<file path="config.mk">
export PLATFORM = sky130hd
export DESIGN_NAME = sha256_round_ctrl
export DESIGN_NICKNAME = d
export VERILOG_FILES = /design/src/rtl/sha256_round_ctrl.sv
export SDC_FILE = /design/constraint.sdc
export NUM_CORES = 1
export LEC_CHECK = 0
export CAP_MARGIN = 10
export CORE_AREA = 2 2 317 319
export DETAILED_ROUTE_END_ITERATION = 10
export DIE_AREA = 0 0 319 321
export SLEW_MARGIN = 20
export SYNTH_ARGS = -nofsm -noshare
export SYNTH_HDL_FRONTEND = slang
export SYNTH_SLANG_ARGS = --single-unit
</file>
<file path="constraint.sdc">
create_clock -name sys_clk -period 8.3 [get_ports sys_clk]
set_input_delay 2.49 -clock sys_clk [delete_from_list [all_inputs] [get_ports sys_clk]]
set_output_delay 2.49 -clock sys_clk [all_outputs]
set_load 0.02 [all_outputs]
</file>
<file path="src/rtl/sha256_round_ctrl.sv">
`default_nettype none
// ============================================================================
// Module      : sha256_round_ctrl
// Description : Sequencer for a single-round SHA-256 compression core: block
//               handshake, init/64 rounds/feed-forward, K[t] ROM, chaining value.
// Revision    : 1.0 - initial release
// ============================================================================
module sha256_round_ctrl (
    input  logic         sys_clk,
    input  logic         rst,
    input  logic         blk_valid,
    input  logic         blk_last,
    output logic         blk_ready,
    input  logic         abort,
    output logic [5:0]   w_idx,
    output logic         core_init,
    output logic         core_en,
    output logic [31:0]  k_t,
    output logic [255:0] chain_h,
    input  logic [255:0] core_state,
    output logic [255:0] hash,
    output logic         hash_valid,
    input  logic         hash_ready
);

    localparam logic [255:0] IV = 256'h6A09E667_BB67AE85_3C6EF372_A54FF53A_510E527F_9B05688C_1F83D9AB_5BE0CD19;

    localparam logic [2:0] S_IDLE  = 3'd0;
    localparam logic [2:0] S_INIT  = 3'd1;
    localparam logic [2:0] S_ROUND = 3'd2;
    localparam logic [2:0] S_FOLD  = 3'd3;
    localparam logic [2:0] S_OUT   = 3'd4;

    logic [2:0]   state_q, state_d;
    logic [5:0]   rnd_q, rnd_d;
    logic         last_q, last_d;
    logic [255:0] chain_q, chain_d;

    function automatic logic [31:0] k_rom(input logic [5:0] idx);
        logic [31:0] k;
        case (idx)
            6'd0:  k = 32'h428A2F98;  6'd1:  k = 32'h71374491;
            6'd2:  k = 32'hB5C0FBCF;  6'd3:  k = 32'hE9B5DBA5;
            6'd4:  k = 32'h3956C25B;  6'd5:  k = 32'h59F111F1;
            6'd6:  k = 32'h923F82A4;  6'd7:  k = 32'hAB1C5ED5;
            6'd8:  k = 32'hD807AA98;  6'd9:  k = 32'h12835B01;
            6'd10: k = 32'h243185BE;  6'd11: k = 32'h550C7DC3;
            6'd12: k = 32'h72BE5D74;  6'd13: k = 32'h80DEB1FE;
            6'd14: k = 32'h9BDC06A7;  6'd15: k = 32'hC19BF174;
            6'd16: k = 32'hE49B69C1;  6'd17: k = 32'hEFBE4786;
            6'd18: k = 32'h0FC19DC6;  6'd19: k = 32'h240CA1CC;
            6'd20: k = 32'h2DE92C6F;  6'd21: k = 32'h4A7484AA;
            6'd22: k = 32'h5CB0A9DC;  6'd23: k = 32'h76F988DA;
            6'd24: k = 32'h983E5152;  6'd25: k = 32'hA831C66D;
            6'd26: k = 32'hB00327C8;  6'd27: k = 32'hBF597FC7;
            6'd28: k = 32'hC6E00BF3;  6'd29: k = 32'hD5A79147;
            6'd30: k = 32'h06CA6351;  6'd31: k = 32'h14292967;
            6'd32: k = 32'h27B70A85;  6'd33: k = 32'h2E1B2138;
            6'd34: k = 32'h4D2C6DFC;  6'd35: k = 32'h53380D13;
            6'd36: k = 32'h650A7354;  6'd37: k = 32'h766A0ABB;
            6'd38: k = 32'h81C2C92E;  6'd39: k = 32'h92722C85;
            6'd40: k = 32'hA2BFE8A1;  6'd41: k = 32'hA81A664B;
            6'd42: k = 32'hC24B8B70;  6'd43: k = 32'hC76C51A3;
            6'd44: k = 32'hD192E819;  6'd45: k = 32'hD6990624;
            6'd46: k = 32'hF40E3585;  6'd47: k = 32'h106AA070;
            6'd48: k = 32'h19A4C116;  6'd49: k = 32'h1E376C08;
            6'd50: k = 32'h2748774C;  6'd51: k = 32'h34B0BCB5;
            6'd52: k = 32'h391C0CB3;  6'd53: k = 32'h4ED8AA4A;
            6'd54: k = 32'h5B9CCA4F;  6'd55: k = 32'h682E6FF3;
            6'd56: k = 32'h748F82EE;  6'd57: k = 32'h78A5636F;
            6'd58: k = 32'h84C87814;  6'd59: k = 32'h8CC70208;
            6'd60: k = 32'h90BEFFFA;  6'd61: k = 32'hA4506CEB;
            6'd62: k = 32'hBEF9A3F7;  default: k = 32'hC67178F2;
        endcase
        return k;
    endfunction

    always_comb begin
        state_d = state_q;
        rnd_d   = rnd_q;
        last_d  = last_q;
        chain_d = chain_q;
        case (state_q)
            S_IDLE: begin
                if (blk_valid) begin
                    last_d  = blk_last;
                    state_d = S_INIT;
                end
            end
            S_INIT: begin
                rnd_d   = 6'd0;
                state_d = S_ROUND;
            end
            S_ROUND: begin
                // rnd wraps to 0 after round 63, so INIT/FOLD/IDLE all see w_idx=0
                rnd_d = rnd_q + 6'd1;
                if (rnd_q == 6'd63) begin
                    state_d = S_FOLD;
                end
            end
            S_FOLD: begin
                for (int i = 0; i < 8; i++) begin
                    chain_d[32*i +: 32] = chain_q[32*i +: 32] + core_state[32*i +: 32];
                end
                state_d = last_q ? S_OUT : S_IDLE;
            end
            S_OUT: begin
                if (hash_ready) begin
                    chain_d = IV;
                    last_d  = 1'b0;
                    state_d = S_IDLE;
                end
            end
            default: begin
                state_d = S_IDLE;
            end
        endcase
        // Abort overrides any handshake in the same cycle
        if (abort) begin
            state_d = S_IDLE;
            rnd_d   = 6'd0;
            last_d  = 1'b0;
            chain_d = IV;
        end
    end

    always_ff @(posedge sys_clk) begin
        if (rst) begin
            state_q <= S_IDLE;
            rnd_q   <= 6'd0;
            last_q  <= 1'b0;
            chain_q <= IV;
        end else begin
            state_q <= state_d;
            rnd_q   <= rnd_d;
            last_q  <= last_d;
            chain_q <= chain_d;
        end
    end

    assign blk_ready  = (state_q == S_IDLE);
    assign core_init  = (state_q == S_INIT);
    assign core_en    = (state_q == S_ROUND);
    assign hash_valid = (state_q == S_OUT);
    assign w_idx      = rnd_q;
    assign k_t        = k_rom(rnd_q);
    assign chain_h    = chain_q;
    assign hash       = chain_q;

endmodule
`default_nettype wire

</file>
# Yosys cells after proc, flatten, opt, wreduce, memory -nomap -nowiden
# Memory sizes are Yosys's and may differ from the RTL's. A register that Yosys moved wholly into a read port is not among the register bits.
# Cells that the tools add are included.
[totals] ff_bits=266 rom_bits=2048 in_bits=262 output_inout_bits=554 word_cells=43 memories=1
[memory_table] memory="(no name shown)" words=64 word_bits=32 read_ports=1 rd_clocked_by_memory_dff=1 write_ports=0 line="41" rtl="case (idx)"
[op_classes] addsub=9 n_eq_ne=8 mux=13 n_reduce_logical=8
[ops] operator="$pmux 256 s2" count=1
[ops] operator="$add 32x32->32" count=8
[ops] operator="$mux 256" count=1
[ops] operator="$pmux 3 s5" count=1
[ops] operator="$mux 3" count=4
[ops] operator="$mux 6" count=2
[ops] operator="$pmux 6 s2" count=1
[ops] operator="$add 6x1->6 const B" count=1
[ops] operator="$eq 3x2->1 const B" count=2
[ops] operator="$eq 6x6->1 const B" count=1
[ops] operator="$reduce_and 3->1" count=2
[ops] operator="$reduce_bool 2->1" count=3
[ops] operator="$ne 2x1->1 const B" count=2
[ops] operator="$eq 3x1->1 const B" count=1
[ops] operator="$eq 3x3->1 const B" count=1
[ops] operator="$logic_not 3->1" count=1
[ops] operator="$mux 1" count=2
[ops] operator="$ne 2x2->1 const B" count=1
[ops] operator="$pmux 1 s2" count=1
[ops] operator="$reduce_and 2->1" count=1
[ops] operator="$reduce_or 2->1" count=1

# Longest topological paths before layout
# Gate-level depths: netlist of the first run.
[depth] depth_word=4 depth_mapped=16 ltp_nobuf=13

# Worst setup path before layout of the first run
# No wires, ideal clock.
[synth_timing] path_type="input to register" from="in core_state[160]" to="reg chain_q[190] (netlist: chain_h[190])" setup_time_ps=131 t_arrival_ps=5091 required_time_ps=8169 slack_ps=3078 path_stages=12 path_buffers=0 cell_sequence="ha_1 -> fa_1 -> a21o_1 -> a21oi_1 -> nor2b_1 -> o31ai_1 -> o21ai_1 -> a311o_1 -> a41o_1 -> a21oi_1 -> xor2_1 -> o21ai_0"
[synth_via] elab_chain_cells=2
[synth_rtl] element="start: declaration" line="20" rtl="input logic [255:0] core_state,"
[synth_rtl] element="$add 32x32->32" line="103" rtl="chain_d[32*i +: 32] = chain_q[32*i +: 32] + core_state[32*i +: 32];"
[synth_rtl] element="$pmux 256 s2" line="83" rtl="case (state_q)"
[synth_rtl] element="end signal: assignment" line="137" rtl="chain_q <= chain_d;"
[synth_rtl] element="end: declaration" line="37" rtl="logic [255:0] chain_q, chain_d;"
# Every way passes these cells.
# A chain may end at the register's enable or synchronous reset.

# Final worst setup path of the first run
[layout_timing] from="in core_state[32]" to="reg chain_q[60] (netlist: chain_h[60])"
# The elaborated chain is that of the path after synthesis.

==> results by group, run 1 <==
Outcome
  – Status: finished, final reports clean

Logic synthesis
  – Seq cells post-synth: between 200 and 300
  – Top FF cell, synth: dfxtp_1
  – Ys Warns: 0
  – Yosys cell types: 80
  – Asr flop ratio synth: 0%
  – Post-synth top area share: roughly 23%
  – Mapped Cells: approximately 3400
  – Sequential-to-total area share from yosys stat: a little under a quarter
  – Mapped Area: 26000 um2
  – Mapped Avg Cell Area: ~7.6 um2
  – Syn nets: between 3000 and 4000
  – Synth area leaders: dfxtp_1 (23%), ha_1 (13%), buf_4 (7.4%)
  – Yosys top cell by area: dfxtp_1
  – Number of enable flip-flop cells after synthesis: 0

Die
  – Die area: roughly 100000 um2
  – Die Y: between 300 and 400 um
  – Num rows: 116
  – Starting density of the core: about a quarter
  – Core Region: slightly below 100000 um2
  – Horiz. Die Dim: 319 um
  – Ports: ~820

Clocking
  – Cts-stage hold buffer count: 0
  – Deepest clock path buffer count: 3
  – CTS root buffer: clkbuf_16
  – Sink Count: 298
  – CTS tree: built
  – CTS Buf Count: 42
  – Insertion delay to the later sink of the worst-skew pair: approximately 0.6 ns
  – Clk slew on worst S/H paths: about 0.060 ns
  – Post-CTS Setup Inserts: 0
  – Post-CTS sizing: 0
  – H-tree depth: 2

Worst setup path
  – Crit-path cells: clkdlybuf4s50_1 > ha_1 > fa_1 > a21o_1 > a211oi_1 > nor2_1 > o22a_1 > a211oi_1 > o21ai_0 > a21o_1 > a41oi_1 > xor2_1 > a21oi_1
  – Worst Path Required: slightly below 9 ns
  – Startpoint types: input pin
  – Buf/Inv on CP: 1
  – CP Launch Point: core_state[32]
  – Crit Path Class: input pin to flip-flop
  – Max incr delay on CP: roughly 0.75 ns
  – Slowest CP cell: a211oi_1
  – Worst Path Max Fanout: 3
  – CP top delay family: compound AO/OA/AOI/OAI gates
  – Reg2reg start: state_q[1]$_SDFFE_PP0P_
  – Worst Setup End Kind: flip-flop
  – Worst EP arrival: ~6.4 ns

Power
  – Clock Power Share: a little under half
  – Logic pwr share: around 18%
  – P_int: 0.00298 W
  – Leak: 13.9 nW
  – P per Cell Area: roughly 120 nW/um2
  – NetSw: 0.00118 W
  – Peak VDD IR: ~0.10 mV
  – Switching portion of total power: 28.4%
  – Seq pwr share: between 30% and 40%

Timing
  – Pins Over Slew Limit: 0
  – Hold Fails Final Rpt: 0
  – Fin Clk Skew: approximately 0.027 ns
  – Setup_tns: 0 ns
  – Worst rel slew slack: between 30% and 40%
  – Fmax: 0.166 GHz
  – Final period util: 72.4%
  – Unrepaired setup endpoints after global routing: no
  – Tmin final: roughly 6.0 ns
  – Finish-stage setup viols: 0
  – Slew @ Worst Pin: about 1.0 ns

Global routing
  – Largest net degree at the start of global routing: 62
  – Vias in the first global route: ~26000
  – Initial antenna violation count: 12
  – Gr ovfl total: 0
  – First-pass GRT wire length: ~170000 um
  – GRT Util Overall: 22.3%

Place
  – GP Congestion: just under 1
  – Port Buffers: 815
  – Placed cells: around 5100
  – Final HPWL DP: roughly 90000 um
  – Post-DP Area: between 30000 and 40000 um2

Min path
  – Hold_sp: last_q$_SDFFE_PP0P_
  – Hold Crit Class: flip-flop to flip-flop

Detailed routing
  – Via/cell ratio: around 5.3
  – Post-route ant nets: 0
  – First drt pass iteration count: 6
  – Vias: about 28000
  – # DRC: 0
  – DRT Wirelength: approximately 120000 um
  – First DRT Iteration DRCs: approximately 2500
  – Avg WL per Cell: 23.2 um

Flow run
  – Max cap viols: 0

Layout
  – Layout area overhead: 35.0%
  – Fin area: 35100 um2
  – Non-Filler Instances: between 5000 and 6000
  – Most common cell after layout, fill and taps aside: clkdlybuf4s50_1
  – Layout cell share with drive strength beyond 1: 3.73%
  – Commonest non-fill, non-tap cells in the layout: clkdlybuf4s50_1 (815), a21oi_1 (331), nand2_1 (304), dfxtp_1 (298), nor2_1 (287)
  – Fill cells: about 10000
  – Final net count: 4415
==> layout make-up <==
class	instances	area (um2)	area share, %
Antenna cell	7	17.5	0.0499
Clock buffer	63	1270	3.62
Clock inverter	13	191	0.546
Inverter	74	278	0.792
Multi-Input combinational cell	2610	17300	49.2
Sequential cell	298	5970	17.0
Tap cell	1298	1620	4.63
Timing Repair Buffer	856	8480	24.2
==> Yosys cell counts, types with 13 or more instances <==
cell	n
clkbuf_1	134
nor3_1	43
nand2_1	308
a21o_1	126
inv_1	72
buf_4	256
nand4_1	29
ha_1	263
nor2b_1	28
nand3_1	66
and2_1	18
o22ai_1	85
nor2_1	290
xor2_1	86
a31oi_1	37
a221o_1	15
o21ai_0	269
o211ai_1	23
and3_1	28
buf_1	19
or3_1	13
o21a_1	35
o311ai_0	15
a211oi_1	34
o21bai_1	32
a21oi_1	332
o31ai_1	23
xnor2_1	127
a22oi_1	62
dfxtp_1	298
nand2b_1	32
==> worst register-to-register path: cells and delay by family (launching register included) <==
kind,cells,cell delay (ns)
flops,1,0.64
compound gates,5,1.64
simple gates,4,0.75
buf+inv,2,0.68
fa+ha+maj,1,0.79
==> power groups by stage <==
stage          combinational [W]  clock (W)  sequential (W)
6_report                0.000746    0.00197         0.00144
4_1_cts                 0.000740    0.00203         0.00144
2_1_floorplan           0.000459          0         0.00147
5_1_grt                 0.000813    0.00208         0.00144
3_5_place_dp            0.000734          0         0.00147
3_3_place_gp            0.000733          0         0.00147
==> stage by stage <==
step | worst slack [ns] | power [W] | hold slack, ns | util [%]
floorplan | 3.08 | 0.00193 | 0.455 | -
global placement | 1.81 | 0.00220 | 0.479 | 33.8
detailed placement | 1.83 | 0.00220 | 0.484 | 33.9
CTS | 2.45 | 0.00421 | 0.499 | 35.3
global route | 2.18 | 0.00433 | 0.534 | 35.3
finish | 2.29 | 0.00416 | 0.495 | 35.3
==> flip-flops by register name (all words and copies together), names as in the netlist <==
name / flops
chain_h: 256
k_t: 32
w_idx: 6
state_q: 3
last_q: 1
==> logic make-up after synthesis <==
group	Yosys count	share of synthesized area [%]
flops	298	23.0
fa+ha+maj	271	13.3
mux	10	0.390
buf+inv	493	10.9
compound gates	1219	29.8
xor+xnor	213	7.18
simple gates	897	15.5
==> routing by layer <==
metal  track usage, %  vias to the layer above  share of wire (%)
met4             6.81                        2                3.1
met5                0                        -              0.011
met3             4.32                      220                7.8
met2             36.2                     1296                 45
met1             29.7                    13100                 44
li1                 -                    13100                  -
==> path summary, 6_finish.rpt <==
path / end / slack [ns] / cells after the start
max: chain_h[60]$_SDFFE_PP1P_ / 2.29 / 13
max reg2reg: k_t[26]$_DFF_P_ / 3.69 / 12
min reg2reg: state_q[2]$_SDFFE_PP0P_ / 0.50 / 2
min: state_q[2]$_SDFFE_PP0P_ / 0.50 / 2
Power figures use the tool's default switching activity.
==> run 2, diff against run 1 <==
Clock period 8.3 ns to 6.2 ns, I/O delays scaled along.
==> run 2 against run 1 <==
Net effect:
- clock power rose by 27%
- hold slack got worse by 0.0021 ns
- routed wire length increased by 0.68%
- utilization grew 0.21 points
- via count rose by 0.42%
- sequential power grew 34%
- die area unchanged
- total power grew 31%
- register-to-register slack worse by 1.7 ns
- clock-buffer cell count did not move
- worst setup slack got worse by 1.1 ns
- highest routed layer unchanged
==> results by group, run 2 (same netlist as run 1, synthesis figures left out) <==
Outcome
  – Status: finished, final reports clean

Layout
  – Layout area overhead: 35.8%
  – Final net count: 4451 (+0.82%)
  – Commonest non-fill, non-tap cells in the layout: clkdlybuf4s50_1 (815), a21oi_1 (331), nand2_1 (305), dfxtp_1 (298), nor2_1 (287)
  – Layout cell share with drive strength beyond 1: 4.41% (+0.68 points)
  – Largest register FFs: 256 (unchanged)
  – Most common cell after layout, fill and taps aside: clkdlybuf4s50_1
  – Fill cells: 10400 (+0.058%)

Timing
  – Fmax: about 0.20 GHz
  – Fin Clk Skew: 0.0293 ns (+0.00188 ns)
  – Setup_tns: 0 ns (unchanged)
  – Tmin final: 5.05 ns
  – Final period util: around 81%
  – Worst hold slack: 0.493 ns (-0.00215 ns)
  – Worst rel slew slack: 30.1% (-0.82 points)
  – Slew @ Worst Pin: 1.05 ns (+0.0123 ns)
  – Pins Over Slew Limit: 0 (unchanged)
  – Finish-stage setup viols: 0 (unchanged)
  – Hold Fails Final Rpt: 0 (unchanged)
  – Unrepaired setup endpoints after global routing: no

Detailed routing
  – Vias: 27900 (+0.42%)
  – DRT Wirelength: 122000 um (+0.68%)
  – Avg WL per Cell: 23.2 um (+0.17%)
  – First drt pass iteration count: 6 (unchanged)
  – First DRT Iteration DRCs: 2524 (+2.9%)
  – Post-route ant nets: 0 (unchanged)
  – Via/cell ratio: 5.31 (about the same)
  – # DRC: 0 (unchanged)

Global routing
  – Initial antenna violation count: 12 (unchanged)
  – Met2 Use GR: 36.9% (+0.75 points)
  – GRT Util Overall: 22.5% (+0.27 points)
  – GR peak layer: met2
  – M3 GR Usage: 3.85% (-0.47 points)
  – Vias in the first global route: 26400 (+1.1%)
  – Gr ovfl total: 0 (unchanged)
  – Global Route met1 Usage: 30.4% (+0.76 points)
  – Largest net degree at the start of global routing: 62 (unchanged)
  – First-pass GRT wire length: 176000 um (+1.6%)

Clocking
  – Post-CTS Setup Inserts: 0 (unchanged)
  – Sink Count: 298 (unchanged)
  – Clk slew on worst S/H paths: 0.05 ns (about the same)
  – Deepest clock path buffer count: 3 (unchanged)
  – CTS tree: built
  – CTS Buf Count: 44 (+4.8%)
  – Insertion delay to the later sink of the worst-skew pair: 0.60 ns (about the same)
  – H-tree depth: 2 (unchanged)
  – CTS root buffer: clkbuf_16
  – Cts-stage hold buffer count: 0 (unchanged)
  – Post-CTS sizing: 0 (unchanged)

Worst setup path
  – Worst EP arrival: 5.50 ns (-0.94 ns)
  – Startpoint types: input pin
  – Worst Path Required: 6.65 ns (-2.08 ns)
  – Reg2reg start: state_q[1]$_SDFFE_PP0P_
  – Worst Setup End Kind: flip-flop
  – RR Endpoint: k_t[12]$_DFF_P_
  – Depth of the most critical reg-to-reg path: 12 (unchanged)
  – Reg2Reg Setup Slack: 1.96 ns (-1.73 ns)
  – Worst Path Max Fanout: 4 (+1)
  – Crit Path Class: input pin to flip-flop

Power
  – P per Cell Area: 154 nW/um2 (+30%)
  – Peak VDD IR: 0.171 mV (+63%)
  – Tot Pwr: 0.00545 W (+31%)
  – Leak: 14.1 nW (+0.98%)

Place
  – GP Congestion: 0.965 (-1.8%)
  – Final HPWL DP: 93300 um (+1.6%)
  – Port Buffers: 815 (unchanged)

Die
  – Core Region: 99300 um2 (unchanged)
  – Die area: 102000 um2 (unchanged)
  – Horiz. Die Dim: 319 um (unchanged)
  – Die Y: 321 um (unchanged)
  – Ports: 816 (unchanged)
  – Num rows: 116 (unchanged)
  – Starting density of the core: 26.2% (unchanged)

Min path
  – Hold_sp: last_q$_SDFFE_PP0P_
  – Worst hold path stage count: 2 (unchanged)
  – Hold Crit Class: flip-flop to flip-flop
  – Hold Path Sink: state_q[2]$_SDFFE_PP0P_

Flow run
  – Max cap viols: 0 (unchanged)
## run 2: changes by cell type in the layout (fill, tap and decap cells not counted), sizes merged
cell    before  now
bufinv       4    2
buf         41   75
inv         75   76
diode        7    1
## run 2: cell type report
type / instances / area (um2) / area share [%]
Multi-Input combinational cell: 2610 / 17300 / 48.9
Timing Repair Buffer: 890 / 8760 / 24.8
Sequential cell: 298 / 5970 / 16.9
Tap cell: 1298 / 1620 / 4.60
Clock buffer: 63 / 1250 / 3.55
Inverter: 74 / 278 / 0.787
Clock inverter: 12 / 155 / 0.440
Antenna cell: 1 / 2.50 / 0.00709
## run 2: report_power, final
group | internal, W | switching (W)
combinational | 0.000481 | 0.000523
clock | 0.00149 | 0.00103
sequential | 0.00192 | 0.00000661
total | 0.00389 | 0.00156
## run 2: layer usage
metal  part of all wire (%)  wire length (um)
met2                     46             55700
met4                    2.6              3200
met5                  0.023                28
met3                    6.9              8450
met1                     45             54300
## run 2: critical path, cell delays in order
cell and delay (ns):
clkdlybuf4s50_1 0.41, ha_1 0.33, o211ai_1 0.68, o2bb2ai_1 0.30
o21ai_0 0.30, a21boi_0 0.44, o21ai_0 0.25, o31ai_1 0.49
nor2_1 0.10, o31ai_1 0.22, a21oi_1 0.09
## run 2: worst max-delay path by stage
stage	startpoint	to	slack (ns)	depth (start not counted)
6_report	core_state[34]	chain_h[57]$_SDFFE_PP1P_	1.15	11
5_1_grt	core_state[34]	chain_h[57]$_SDFFE_PP1P_	0.93	11
3_5_place_dp	core_state[0]	chain_h[30]$_SDFFE_PP1P_	0.57	13
4_1_cts	core_state[0]	chain_h[30]$_SDFFE_PP1P_	1.19	13
2_1_floorplan	core_state[160]	chain_h[190]$_SDFFE_PP0P_	1.61	12
3_3_place_gp	core_state[0]	chain_h[30]$_SDFFE_PP1P_	0.53	13
## run 2: metrics by stage
stage          util [%]  worst slack (ns)  area [um2]  std cells
6_report           35.6              1.15       35300       5246
5_1_grt            35.6             0.927       35300       5246
4_1_cts            35.6              1.19       35300       5245
3_5_place_dp       34.1             0.570       33900       5170
3_3_place_gp       34.1             0.534       33900       5170
2_1_floorplan         -              1.61       26000       3401
